File: src/rtl/game_pkg.sv
// Shared types and constants for the game field renderer: field geometry,
// pixel/colour widths, colour constants, fetch FSM states and buffer layout.
package game_pkg;

  localparam int FIELD_W   = 40;
  localparam int FIELD_H   = 30;
  localparam int CELL_LOG2 = 4;
  localparam int X_WIDTH   = 10;
  localparam int Y_WIDTH   = 10;
  localparam int RGB_WIDTH = 3;
  localparam int ROW_AW    = $clog2(FIELD_H);
  localparam int COL_AW    = $clog2(FIELD_W);

  localparam logic [RGB_WIDTH-1:0] EN_RGB  = 3'b111;
  localparam logic [RGB_WIDTH-1:0] DIS_RGB = 3'b000;
  localparam logic [RGB_WIDTH-1:0] NET_RGB = 3'b001;
  localparam logic [RGB_WIDTH-1:0] BG_RGB  = 3'b000;
  localparam logic [RGB_WIDTH-1:0] CUR_RGB = 3'b100;

  typedef enum logic {IDLE, REQ} fetch_state_e;

  typedef struct packed {
    logic              valid;
    logic [ROW_AW-1:0] tag;
    logic [FIELD_W-1:0] bits;
  } row_buf_t;

  // Stage-1 pixel decisions handed to the colour mux.
  typedef struct packed {
    logic valid;
    logic outside;
    logic grid;
    logic cursor;
    logic cell_on;
  } pix_s1_t;

  function automatic logic holds_row(row_buf_t b, logic [ROW_AW-1:0] r);
    return b.valid && (b.tag == r);
  endfunction

endpackage

File: src/rtl/game_row_fetch.sv
// Row fetch engine: IDLE/REQ FSM over the req/valid read port, a single
// newest-wins pending slot, and the back/front row buffers with swap in blanking.
module game_row_fetch
  import game_pkg::*;
(
  input  logic               clk,
  input  logic               rst_n,
  input  logic               line_start,
  input  logic [Y_WIDTH-1:0] next_line_y,
  input  logic               pixel_valid,
  output logic               row_rd_req,
  output logic [ROW_AW-1:0]  row_rd_addr,
  input  logic               row_rd_valid,
  input  logic [FIELD_W-1:0] row_rd_data,
  output row_buf_t           front
);

  fetch_state_e      state_q, state_d;
  logic [ROW_AW-1:0] addr_q, addr_d;
  logic              pend_valid_q, pend_valid_d;
  logic [ROW_AW-1:0] pend_row_q, pend_row_d;
  row_buf_t          back_q, back_d;
  row_buf_t          front_q, front_d;

  logic [Y_WIDTH-1:0] row_full;
  logic               row_in_field;
  logic [ROW_AW-1:0]  row_idx;
  logic               cand_valid;
  logic [ROW_AW-1:0]  cand_row;

  assign row_full     = next_line_y >> CELL_LOG2;
  assign row_in_field = row_full < Y_WIDTH'(FIELD_H);
  assign row_idx      = row_full[ROW_AW-1:0];

  // A line_start arriving together with row data supersedes the pending slot.
  assign cand_valid = line_start ? row_in_field : pend_valid_q;
  assign cand_row   = line_start ? row_idx      : pend_row_q;

  // Next-state logic: request sequencing, buffer fill and blanking-time swap.
  always_comb begin
    // NOTE: every variable gets its default first so no path leaves it unassigned (no latch).
    state_d      = state_q;
    addr_d       = addr_q;
    pend_valid_d = pend_valid_q;
    pend_row_d   = pend_row_q;
    back_d       = back_q;
    front_d      = front_q;

    case (state_q)
      IDLE: begin
        if (line_start && row_in_field &&
            !holds_row(front_q, row_idx) && !holds_row(back_q, row_idx)) begin
          state_d = REQ;
          addr_d  = row_idx;
        end
      end
      REQ: begin
        if (row_rd_valid) begin
          back_d.valid = 1'b1;
          back_d.tag   = addr_q;
          back_d.bits  = row_rd_data;
          pend_valid_d = 1'b0;
          if (cand_valid && (cand_row != addr_q) && !holds_row(front_q, cand_row)) begin
            addr_d = cand_row;
          end else begin
            state_d = IDLE;
          end
        end else if (line_start) begin
          pend_valid_d = row_in_field;
          pend_row_d   = row_idx;
        end
      end
      default: state_d = IDLE;
    endcase

    // Swap only in blanking so a visible line never changes source row.
    if (back_q.valid && !holds_row(front_q, back_q.tag) && !pixel_valid) begin
      front_d = back_q;
    end
  end

  // State and buffer registers.
  always_ff @(posedge clk or negedge rst_n) begin
    if (!rst_n) begin
      // NOTE: sequential state uses non-blocking assignments so all flops update together.
      state_q      <= IDLE;
      addr_q       <= '0;
      pend_valid_q <= 1'b0;
      pend_row_q   <= '0;
      // NOTE: only the valid flags matter after reset; the row bits are cleared as well
      // so no X can reach the colour path before the first fetch lands.
      back_q       <= '0;
      front_q      <= '0;
    end else begin
      state_q      <= state_d;
      addr_q       <= addr_d;
      pend_valid_q <= pend_valid_d;
      pend_row_q   <= pend_row_d;
      back_q       <= back_d;
      front_q      <= front_d;
    end
  end

  assign row_rd_req  = (state_q == REQ);
  assign row_rd_addr = addr_q;
  assign front       = front_q;

endmodule

File: src/rtl/game_field_renderer.sv
// Two-stage pixel pipeline mapping pixels to field cells: background, grid,
// optional blinking cursor, live/dead cell colour, plus sticky underrun flag.
// Optional cursor: define GAME_RENDERER_CURSOR_EN.
module game_field_renderer
  import game_pkg::*;
#(
  parameter int BLINK_FRAMES = 30
) (
  input  logic                 clk,
  input  logic                 rst_n,
  input  logic [X_WIDTH-1:0]   pixel_x,
  input  logic [Y_WIDTH-1:0]   pixel_y,
  input  logic                 pixel_valid,
  input  logic                 line_start,
  input  logic [Y_WIDTH-1:0]   next_line_y,
  input  logic                 frame_start,
  input  logic                 enable_net,
  output logic                 row_rd_req,
  output logic [ROW_AW-1:0]    row_rd_addr,
  input  logic                 row_rd_valid,
  input  logic [FIELD_W-1:0]   row_rd_data,
  input  logic [COL_AW-1:0]    cursor_x,
  input  logic [ROW_AW-1:0]    cursor_y,
  output logic [RGB_WIDTH-1:0] rgb,
  output logic                 rgb_valid,
  output logic                 underrun
);

  row_buf_t front;

  game_row_fetch u_fetch (
    .clk          (clk),
    .rst_n        (rst_n),
    .line_start   (line_start),
    .next_line_y  (next_line_y),
    .pixel_valid  (pixel_valid),
    .row_rd_req   (row_rd_req),
    .row_rd_addr  (row_rd_addr),
    .row_rd_valid (row_rd_valid),
    .row_rd_data  (row_rd_data),
    .front        (front)
  );

  logic [X_WIDTH-1:0]   cell_x;
  logic [Y_WIDTH-1:0]   cell_y;
  logic [CELL_LOG2-1:0] x_off, y_off;
  logic                 y_in_field, tag_match, cursor_hit;

  assign cell_x     = pixel_x >> CELL_LOG2;
  assign cell_y     = pixel_y >> CELL_LOG2;
  assign x_off      = pixel_x[CELL_LOG2-1:0];
  assign y_off      = pixel_y[CELL_LOG2-1:0];
  assign y_in_field = cell_y < Y_WIDTH'(FIELD_H);
  assign tag_match  = y_in_field && holds_row(front, cell_y[ROW_AW-1:0]);

`ifdef GAME_RENDERER_CURSOR_EN
  localparam int BW = (BLINK_FRAMES > 1) ? $clog2(BLINK_FRAMES) : 1;
  logic [BW-1:0] blink_cnt_q, blink_cnt_d;
  logic          phase_q, phase_d;

  // Blink counter: one phase toggle every BLINK_FRAMES frame_start pulses.
  always_comb begin
    blink_cnt_d = blink_cnt_q;
    phase_d     = phase_q;
    if (frame_start) begin
      if (blink_cnt_q == BW'(BLINK_FRAMES - 1)) begin
        blink_cnt_d = '0;
        phase_d     = ~phase_q;
      end else begin
        blink_cnt_d = blink_cnt_q + 1'b1;
      end
    end
  end

  // Blink state registers; cursor starts hidden.
  always_ff @(posedge clk or negedge rst_n) begin
    if (!rst_n) begin
      blink_cnt_q <= '0;
      phase_q     <= 1'b0;
    end else begin
      blink_cnt_q <= blink_cnt_d;
      phase_q     <= phase_d;
    end
  end

  assign cursor_hit = phase_q &&
                      (cell_x == X_WIDTH'(cursor_x)) && (cell_y == Y_WIDTH'(cursor_y)) &&
                      (x_off == '0 || x_off == '1 || y_off == '0 || y_off == '1);
`else
  localparam int unused_blink_frames = BLINK_FRAMES;
  logic unused_cursor;
  assign unused_cursor = ^{cursor_x, cursor_y};
  assign cursor_hit    = 1'b0;
`endif

  pix_s1_t              s1_q, s1_d;
  logic [RGB_WIDTH-1:0] rgb_q, rgb_d;
  logic                 rgb_valid_q;
  logic                 underrun_q, underrun_d;

  // Stage 1: cell decode, grid test, front-buffer bit select, underrun detect.
  always_comb begin
    s1_d.valid   = pixel_valid;
    s1_d.outside = (cell_x >= X_WIDTH'(FIELD_W)) || !y_in_field;
    s1_d.grid    = enable_net && (x_off == '0 || y_off == '0);
    s1_d.cursor  = cursor_hit;
    s1_d.cell_on = tag_match && front.bits[cell_x[COL_AW-1:0]];
    // A new underrun wins over a simultaneous frame_start clear.
    underrun_d   = (pixel_valid && y_in_field && !tag_match) || (underrun_q && !frame_start);
  end

  // Stage 2: colour priority mux; blank when the delayed pixel is inactive.
  always_comb begin
    rgb_d = '0;
    if (s1_q.valid) begin
      if (s1_q.outside)      rgb_d = BG_RGB;
      else if (s1_q.cursor)  rgb_d = CUR_RGB;
      else if (s1_q.grid)    rgb_d = NET_RGB;
      else if (s1_q.cell_on) rgb_d = EN_RGB;
      else                   rgb_d = DIS_RGB;
    end
  end

  // Pipeline and sticky-flag registers.
  always_ff @(posedge clk or negedge rst_n) begin
    if (!rst_n) begin
      s1_q        <= '0;
      rgb_q       <= '0;
      rgb_valid_q <= 1'b0;
      underrun_q  <= 1'b0;
    end else begin
      s1_q        <= s1_d;
      rgb_q       <= rgb_d;
      rgb_valid_q <= s1_q.valid;
      underrun_q  <= underrun_d;
    end
  end

  assign rgb       = rgb_q;
  assign rgb_valid = rgb_valid_q;
  assign underrun  = underrun_q;

endmodule

File: config.mk
export PLATFORM = sky130hd
export DESIGN_NAME = game_field_renderer
export DESIGN_NICKNAME = d
export VERILOG_FILES = /design/src/rtl/game_pkg.sv /design/src/rtl/game_row_fetch.sv /design/src/rtl/game_field_renderer.sv
export SDC_FILE = /design/constraint.sdc
export NUM_CORES = 1
export LEC_CHECK = 0
export CORE_MARGIN = 2
export CORE_UTILIZATION = 30
export CTS_CLUSTER_DIAMETER = 60
export CTS_CLUSTER_SIZE = 24
export DETAILED_ROUTE_END_ITERATION = 12
export PLACE_DENSITY = 0.48
export RECOVER_POWER = 50
export SETUP_SLACK_MARGIN = 0.4
export SLEW_MARGIN = 25
export SYNTH_ARGS = -nofsm -noshare
export SYNTH_HDL_FRONTEND = slang
export SYNTH_SLANG_ARGS = --single-unit
File: constraint.sdc
create_clock -name clk -period 3.95 [get_ports clk]
set_input_delay 0.79 -clock clk [delete_from_list [all_inputs] [get_ports clk]]
set_output_delay 0.79 -clock clk [all_outputs]
set_load 0.05 [all_outputs]
==> key figures, run 1 <==
Outcome
  – Status: finished, violations left
  – Failing checks: capacitance limit, slew limit

Placement
  – Number of port buffers: between 80 and 90
  – Detailed placement HPWL: between 7000 and 8000 um
  – GPL Wtd Cong: roughly 0.73
  – Place WS: around 0.78 ns

Logic synthesis
  – Largest area contributor in the netlist: dfrtp_1
  – Number of synthesized flops with an enable pin: 0
  – Top cells by area, synth: dfrtp_1, mux2_2, mux2_1, mux4_2, xor2_1
  – Syn_area_per_cell: between 10 and 15 sq um
  – Synthesized instance count: approximately 370
  – Primary FF master, synth: dfrtp_1
  – Yosys top cell area share: 0.536
  – Synth Register Bits: approximately 110
  – Synth async-reset ratio: 1.00
  – Sequential cell area fraction in the yosys report: 0.536
  – Yosys warns: 0
  – Syn Nets: 454
  – Synthesized cell area: ~5200 sq um
  – Distinct cells, synth: 41

Route
  – Via-to-Cell Ratio: 4.65
  – Vias: 3,147
  – DRC violations left: 0
  – Antenna-violating nets left: 0
  – DR WL/cell: 16.5 um
  – DRT iter0 DRCs: between 100 and 150
  – DRT Pass-1 Iters: 4
  – Detailed Route WL: 11,200 um

Cells and area
  – Post-layout util: 0.382
  – Fillers: between 1.5k and 2k
  – Share of layout cells above drive strength 1: 0.226
  – Multi-input logic area: 2310 sq um
  – FF/Latch Area: 2800 sq um
  – Nets: approximately 530
  – Area Overhead vs Synth: 25.7%

Worst setup path
  – CP Buf/Inv Count: 1
  – Arr. time, crit path: slightly above 3 ns
  – Cell chain of the critical path: clkdlybuf4s50_1 -> mux2i_2 -> xor2_1 -> nand4_1 -> o211ai_4 -> a21oi_2 -> or3_1
  – Slowest stage delay, CP: 0.80 ns
  – CP endpoint kind: register
  – Kind of start point of the critical path: primary input
  – Crit path max fanout: 10
  – Slowest CP cell: clkdlybuf4s50_1
  – Critical path data required time: 4.19 ns
  – Worst setup path class: in -> reg
  – Critical path's top delay family: buffers and inverters

Timing
  – Actual transition at the worst max-transition pin: about 1.5 ns
  – Tcrit/Tclk final: 0.716
  – Fin. Hold Viols: 0
  – Max Clk Rate: about 350 MHz
  – Final hold slack: slightly above 0.4 ns
  – Setup ws final: around 1.1 ns
  – RSZ-0062 raised after global routing: false
  – TNS Setup: 0 ns
  – Final Skew: around 0.0045 ns
  – Max-slew violations: 59
  – Setup violators final: 0
  – Final Critical Period: around 2.8 ns
  – Slew headroom: -0.00240

Power
  – Cell area power density: roughly 700 nW/um^2
  – Worst VDD drop: between 0.2 and 0.3 mV
  – Lkg Pwr: roughly 2.6 nW

Die
  – Core footprint: between 15,000 and 20,000 sq um
  – Chip Height: 136 um
  – Die Wd: roughly 140 um
  – Rows: 48
  – Io pins: 99
  – Die area: approximately 18,000 sq um
  – Initial Util: 0.304

Clock tree
  – Clk sinks: approximately 110
  – TritonCTS clock tree: built
  – Clock H-tree levels: 3
  – Root Buffer: clkbuf_16
  – Post-cts resize count: 0
  – Clock slew at reported path FFs: 0.07 ns
  – Worst skew pair latency: 0.36 ns
  – CTS Buf Count: 9
  – CTS Buffer Depth: 2
  – Postcts setup bufs: 0
  – Post-CTS Hold Buffers: 0

GRT
  – Largest net degree at the start of global routing: 60
  – First-pass GRT wire length: around 18,000 um
  – Gr usage total: 0.132
  – Initial antenna violation count: 0
  – Total gr overflow: 0
  – Vias in the first global route: between 3k and 4k

Min path
  – Hold WC Path Type: reg -> reg

Job
  – Max_cap viols: 1
flip-flops by register name, summed over array words and instances (netlist names):
name and count:
rgb_valid 1, u_fetch.back_q 46, underrun 1, s1_q 4
u_fetch.pend_valid_q 1, rgb 2, u_fetch.row_rd_req 1, u_fetch.pend_row_q 5
u_fetch.row_rd_addr 5, u_fetch.front 46
report_power, final:
part	internal, mW	total (mW)	leakage (nW)	switching (mW)
sequential	1.69	2.09	1.32	0.400
combinational	0.887	1.57	1.18	0.683
clock	0.500	0.926	0.142	0.426
cell families (layout without fill, tap and decap cells):
family | Yosys count | after routing | synth area share
multiplexers | 124 | 124 | 0.293
flip-flops | 112 | 112 | 0.536
AO/OA/AOI/OAI | 27 | 27 | 0.0445
buffers and inverters | 22 | 107 | 0.0227
AND/OR/NAND/NOR | 51 | 51 | 0.0536
XOR/XNOR | 30 | 30 | 0.0503
other | 0 | 1 | 0
final timing paths:
path,startpoint,to,slack (ns),cells past startpoint
worst max register to register,u_fetch.front[42]$_DFFE_PN0P_,u_fetch.front[32]$_DFFE_PN0P_,1.40,6
worst min register to register,s1_q[4]$_DFF_PN0_,rgb_valid$_DFF_PN0_,0.40,0
worst max-delay path,line_start,u_fetch.row_rd_req$_DFF_PN0_,1.12,7
worst min-delay path,s1_q[4]$_DFF_PN0_,rgb_valid$_DFF_PN0_,0.40,0
max in group asynchronous,rst_n,u_fetch.back_q[38]$_DFFE_PN0P_,1.16,2
min in group asynchronous,rst_n,u_fetch.back_q[8]$_DFFE_PN0P_,0.80,1
layout make-up:
type,count,share of cell area
antenna,1,0.000381
inverter,2,0.00114
timing repair buffer,89,0.132
sequential,112,0.427
clock buffer,11,0.0354
clock inverter,5,0.0101
multi-input combinational,232,0.351
tap,225,0.0429
per-stage QoR:
stage | instance area [sq um] | total power [mW] | instances
after floorplan | 5230 | 3.24 | 366
after global routing | 6570 | 4.91 | 676
final | 6570 | 4.59 | 677
after CTS | 6570 | 4.67 | 676
after global placement | 6270 | 3.67 | 660
after detailed placement | 6270 | 3.72 | 660
synth_stat cells (2+ instances only):
| cell type | instances |
|---|---|
| dfrtp_1 | 112 |
| mux2_2 | 56 |
| mux2_1 | 39 |
| xor2_1 | 21 |
| mux2i_1 | 12 |
| mux4_2 | 12 |
| nand2_1 | 12 |
| a21boi_0 | 10 |
| xnor2_1 | 9 |
| clkbuf_1 | 8 |
| nor2_1 | 8 |
| nand3_1 | 7 |
| buf_4 | 6 |
| a22oi_1 | 5 |
| buf_2 | 5 |
| mux2i_2 | 5 |
| nor4_1 | 5 |
| o21ai_0 | 4 |
| nand2b_1 | 3 |
| nand4_1 | 3 |
| inv_1 | 2 |
| nand3b_1 | 2 |
| or3_1 | 2 |
worst reg2reg max path, delay by kind of cell, from the launching register on:
family / cells / cell delay, ns
AND/OR/NAND/NOR: 3 / 1.00
buffers and inverters: 1 / 0.39
flip-flops: 1 / 0.48
XOR/XNOR: 1 / 0.20
multiplexers: 1 / 0.36
cells in the final DEF (no fill, tap or decap), drive strengths merged, types with 6 or more instances in the layout:
cell / synthesis / layout
a21boi: 10 / 10
clkbuf: 8 / 13
clkdlybuf4s50: 0 / 80
dfrtp: 112 / 112
mux2: 95 / 95
mux2i: 17 / 17
mux4: 12 / 12
nand2: 12 / 12
nand3: 7 / 7
nor2: 8 / 8
nor4: 6 / 6
xnor2: 9 / 9
xor2: 21 / 21
routing by layer:
metal,GRT usage,wire length [um],share of wire,vias to the layer above
met4,0.0451,155,0.014,0
met5,0,0,0,-
met2,0.198,4930,0.44,78
li1,-,-,-,1485
met1,0.183,5510,0.49,1574
met3,0.0365,605,0.054,10
(Power assumes the default switching activity.)
==> run 2, diff against run 1 <==
Clock period 3.95 ns to 2.79 ns, I/O delays scaled along.
==> run 2 against run 1 <==
Net effect:
- the flow now finishes without violations
- total power grew 44%
- via count grew 2.1%
- global-route usage grew 0.22 points
- sequential power grew 43%
- worst hold slack lost 0.0056 ns
- final area grew 2.8%
- first-iteration DRC count grew 16%
- critical path type unchanged
- largest cell class unchanged
- highest routed layer unchanged
==> key figures, run 2 (same netlist as run 1, synthesis figures left out) <==
Placement
  – GPL Wtd Cong: around 0.77
  – Detailed placement HPWL: roughly 8000 um
  – Placed Instance Area: around 6400 sq um
  – Number of port buffers: 83

Worst setup path
  – Worst setup path class: in -> reg
  – Crit path max fanout: 7
  – CP Buf/Inv Count: 1
  – Slowest stage delay, CP: 0.57 ns
  – CP endpoint kind: register
  – Critical path's top delay family: simple AND/OR/NAND/NOR gates
  – Cell chain of the critical path: clkdlybuf4s50_1 -> xor2_1 -> nor4_2 -> a311oi_4 -> and2_2 -> or3_1
  – Arr. time, crit path: about 2.5 ns
  – Kind of start point of the critical path: primary input
  – Critical path data required time: just over 3 ns
  – Slowest CP cell: clkdlybuf4s50_1

Power
  – Combinational share of power: 0.354
  – Worst VDD drop: 0.387 mV
  – Internal Power: ~4.4 mW
  – Lkg Pwr: approximately 2.8 nW
  – Reg power frac: 0.451
  – Net switching power: approximately 2.2 mW
  – Switch share: 0.340
  – Cell area power density: 979 nW/um^2
  – Clk network pwr share: 0.195

Timing
  – Setup violators final: 0
  – RSZ-0062 raised after global routing: false
  – Slew headroom: 0.209
  – Final Critical Period: between 2 and 2.5 ns
  – Tcrit/Tclk final: 0.824
  – Final Skew: 0.00764 ns
  – Actual transition at the worst max-transition pin: ~1.2 ns
  – TNS Setup: 0 ns
  – Max Clk Rate: around 430 MHz
  – Fin. Hold Viols: 0
  – Max-slew violations: 0

Route
  – Antenna-violating nets left: 0
  – DRT iter0 DRCs: 140
  – DR WL/cell: approximately 17 um
  – Via-to-Cell Ratio: ~4.7
  – Vias: approximately 3.2k
  – DRT Pass-1 Iters: 4
  – Detailed Route WL: ~11,000 um
  – DRC violations left: 0

Clock tree
  – Clk sinks: roughly 110
  – CTS Buf Count: 9
  – TritonCTS clock tree: built
  – CTS Buffer Depth: 2
  – Worst skew pair latency: between 0.3 and 0.4 ns
  – Clock slew at reported path FFs: ~0.080 ns
  – Clock H-tree levels: 3
  – Root Buffer: clkbuf_16

GRT
  – Total gr overflow: 0
  – Gr usage total: 0.134
  – Initial antenna violation count: 0
  – Vias in the first global route: approximately 3.4k
  – Largest net degree at the start of global routing: 49
  – First-pass GRT wire length: about 19,000 um

Die
  – Initial Util: 0.304
  – Die Wd: ~140 um
  – Core footprint: 17,200 sq um
  – Rows: 48
  – Die area: about 18,000 sq um
  – Chip Height: ~140 um
  – Io pins: 99

Min path
  – Hold WC Path Type: reg -> reg

Cells and area
  – Commonest non-fill, non-tap cell in the layout: dfrtp_1
  – Post-Layout Inst Area: 6750 sq um
  – Post-layout util: 0.393
  – Most frequent cells in the layout: dfrtp_1, clkdlybuf4s50_1, mux2_2
  – Diodes inserted: 0
  – Share of layout cells above drive strength 1: 0.254
  – Area Overhead vs Synth: 29.2%
  – Nets: approximately 540

Outcome
  – Status: finished clean

Job
  – Max_cap viols: 0
==> run 2: timing repair <==
item / CTS / global route
setup buffers: 0 / 1
cloned: 0 / 1
pin swaps: 0 / 3
hold buffers: 0 / 0
endpoints found under the setup margin: 1 / 6
gates resized for setup: 1 / 10
==> run 2: final timing paths <==
path	from	endpoint	slack (ns)	depth (start not counted)
max	next_line_y[8]	u_fetch.row_rd_req$_DFF_PN0_	0.49	6
min	s1_q[4]$_DFF_PN0_	rgb_valid$_DFF_PN0_	0.40	0
max reg2reg	u_fetch.front[42]$_DFFE_PN0P_	u_fetch.front[11]$_DFFE_PN0P_	0.76	6
min reg2reg	s1_q[4]$_DFF_PN0_	rgb_valid$_DFF_PN0_	0.40	0
max in group asynchronous	rst_n	u_fetch.front[8]$_DFFE_PN0P_	1.19	2
min in group asynchronous	rst_n	u_fetch.back_q[8]$_DFFE_PN0P_	0.43	1
==> run 2: metrics by stage <==
| stage | cells | setup WS [ns] | hold slack [ns] | power, mW |
|---|---|---|---|---|
| 6_report | 686 | 0.491 | 0.397 | 6.61 |
| 5_1_grt | 686 | 0.400 | 0.413 | 7.09 |
| 4_1_cts | 684 | 0.401 | 0.220 | 6.66 |
| 3_5_place_dp | 668 | 0.0229 | 0.383 | 5.35 |
| 3_3_place_gp | 668 | 0.0272 | 0.373 | 5.26 |
| 2_1_floorplan | 366 | 0.636 | 0.262 | 4.59 |
==> run 2: cell type report <==
cell class / instances / area [sq um]
clock buffers: 9 / 225
clock inverters: 7 / 73.8
fillers: 1686 / 10400
inverters: 2 / 7.51
multi-input cells: 232 / 2350
flip-flops and latches: 112 / 2800
well taps: 225 / 282
repair buffers: 99 / 1010
==> run 2: metal layers <==
layer	wire (um)	vias to the layer above	track usage	share of wire
met5	0	-	0	0
met4	146	0	0.0475	0.013
met3	516	10	0.0313	0.045
met2	5200	70	0.209	0.46
met1	5560	1629	0.183	0.49
li1	-	1503	-	-
==> run 2: power by group through the flow <==
stage | logic (mW) | registers [mW] | clock network [mW]
6_report | 2.34 | 2.98 | 1.29
5_1_grt | 2.57 | 3.10 | 1.42
4_1_cts | 2.33 | 2.99 | 1.34
3_5_place_dp | 2.33 | 3.02 | 0
3_3_place_gp | 2.27 | 2.99 | 0
2_1_floorplan | 1.69 | 2.90 | 0
==> edit (flow settings as in run 2) <==
Register the input `row_rd_data` before use, cleared by the reset. The logic sees it one clock later. The other inputs are not delayed to match.
--- a/src/rtl/game_field_renderer.sv
+++ b/src/rtl/game_field_renderer.sv
@@ -28,2 +28,12 @@
 
+  logic [FIELD_W-1:0] row_rd_data_q;
+
+  always_ff @(posedge clk or negedge rst_n) begin
+    if (!rst_n) begin
+      row_rd_data_q <= '0;
+    end else begin
+      row_rd_data_q <= row_rd_data;
+    end
+  end
+
   row_buf_t front;
@@ -39,3 +49,3 @@
     .row_rd_valid (row_rd_valid),
-    .row_rd_data  (row_rd_data),
+    .row_rd_data  (row_rd_data_q),
     .front        (front)
Behaviour: not the same (Yosys sat finds a counterexample within 10 cycles, from zero or initial values and one cycle with rst_n low).
==> edit against run 2 <==
- the flow now finishes with violations (capacitance limit, slew limit)
- combinational power is 4% lower
- power is 25% higher
- non-clock buffer count is 4 higher
- routed wire length is 8.3% higher
- worst setup slack worse by 0.041 ns
- sequential share of layout area is 5.7 points higher
- area after synthesis is 17% higher
- critical path depth is 2 higher
- sequential cell count is 40 higher
- final area is 19% higher
- critical endpoint is now u_fetch.row_rd_addr[4]
- largest power group unchanged
==> edit: results (changes against run 2) <==
status finished, violations left (was complete, no violations); power in sequential cells 3.59 mW (was 2.98 mW); crit-path max FO 8 (was 7); Core Region 20170 um2 (was 17180 um2); Setup Skew 0.009881 ns (was 0.007641 ns); synth top area cells dfrtp_1, mux2_2, mux4_2 (was dfrtp_1, mux2_2, mux2_1); Initial DRC Count 122 (was 140); total leakage power 3.355 nW (was 2.757 nW); final WL 12.37 mm (was 11.43 mm); Final clock-cell share 7.779% (was 4.429%); layout cells sized above 1 32.88% (was 25.38%); RePlAce Congestion 0.7716 (was 0.7718); WL met3 621 um (was 516 um); Placed Cells 752 (was 668); DR WL met2 5.739 mm (was 5.203 mm); worst r2r dst u_fetch.front[39] (was u_fetch.front[11]); Max Clock Freq 427.4 MHz (was 434.9 MHz); Comb. pwr 2.24 mW (was 2.34 mW); first-pass GRT wire length 20.13 mm (was 18.74 mm); footprint of the multi-input gates 2242 um2 (was 2347 um2); Post-synth top cells dfrtp_1, mux2_2, xor2_1, clkbuf_1, mux4_2 (was dfrtp_1, mux2_2, mux2_1, xor2_1); Layout fillers 1901 (was 1686); synthesized net count 489 (was 454); R2R setup slack 0.67 ns (was 0.76 ns); grt met1 use 16.33% (was 18.28%); gr usage total 12.27% (was 13.40%); violated checks capacitance limit, slew limit; final instance area 8058 um2 (was 6751 um2); vias in the first global route 3772 (was 3449); Cell Area, Placed 7390 um2 (was 6382 um2); Final nets 589 (was 544); Sw Share 29.17% (was 33.97%); Slew HR -25.32% (was 20.85%); Arrival @ worst endpoint 2.71 ns (was 2.54 ns); Metal-1 WL 5.780 mm (was 5.560 mm); CTS Buf Count 17 (was 9); worst hold slack 0.3822 ns (was 0.3966 ns); pins over their slew limit 69 (was 0); FF+latch area 3804 um2 (was 2803 um2); H-tree depth 4 (was 3); largest net degree at the start of global routing 71 (was 49); max cap viols 1 (was 0); GRT met2 Usage 18.83% (was 20.90%); multi-input gates 225 (was 232); Non-Clock Buffer Area Fraction 12.90% (was 15.01%); Seq/Total Area, Yosys 61.98% (was 53.63%); synthesized instance count 401 (was 366); Worst setup endpoint u_fetch.row_rd_addr[4] (was u_fetch.row_rd_req)
==> edit: changes by cell type after synthesis, moves of 3 or more <==
cell      change
buf_2         -3
clkbuf_1      +4
mux2i_2       -3
nand2_1       -6
nand3b_1      +5
mux2_1       -39
or4_1         +4
a221oi_1      +5
a21boi_0     -10
mux2_2       +39
dfrtp_1      +40
a22oi_1       -5
and2_1        +5
==> edit: cell families (layout without fill, tap and decap cells) <==
kind of cell    count (synthesis)  in the layout  synth area share (%)
flops                         152            152                 61.98
simple gates                   60             60                 5.770
xor+xnor                       30             30                 4.281
buf+inv                        24            137                 2.079
mux                           119            119                 23.91
compound gates                 16             16                 1.978
==> edit: timing repair <==
action                                  CTS  global route
endpoints found under the setup margin    0             7
endpoints found under the hold margin     0             0
resized for setup                         0            11
==> edit: critical path, stage by stage <==
cell and delay, ns:
clkdlybuf4s50_1 0.48, buf_6 0.17, mux2i_2 0.26, xnor2_1 0.14, nor4_1 0.08, a31o_2 0.29, or4_2 0.63, nand3_1 0.09
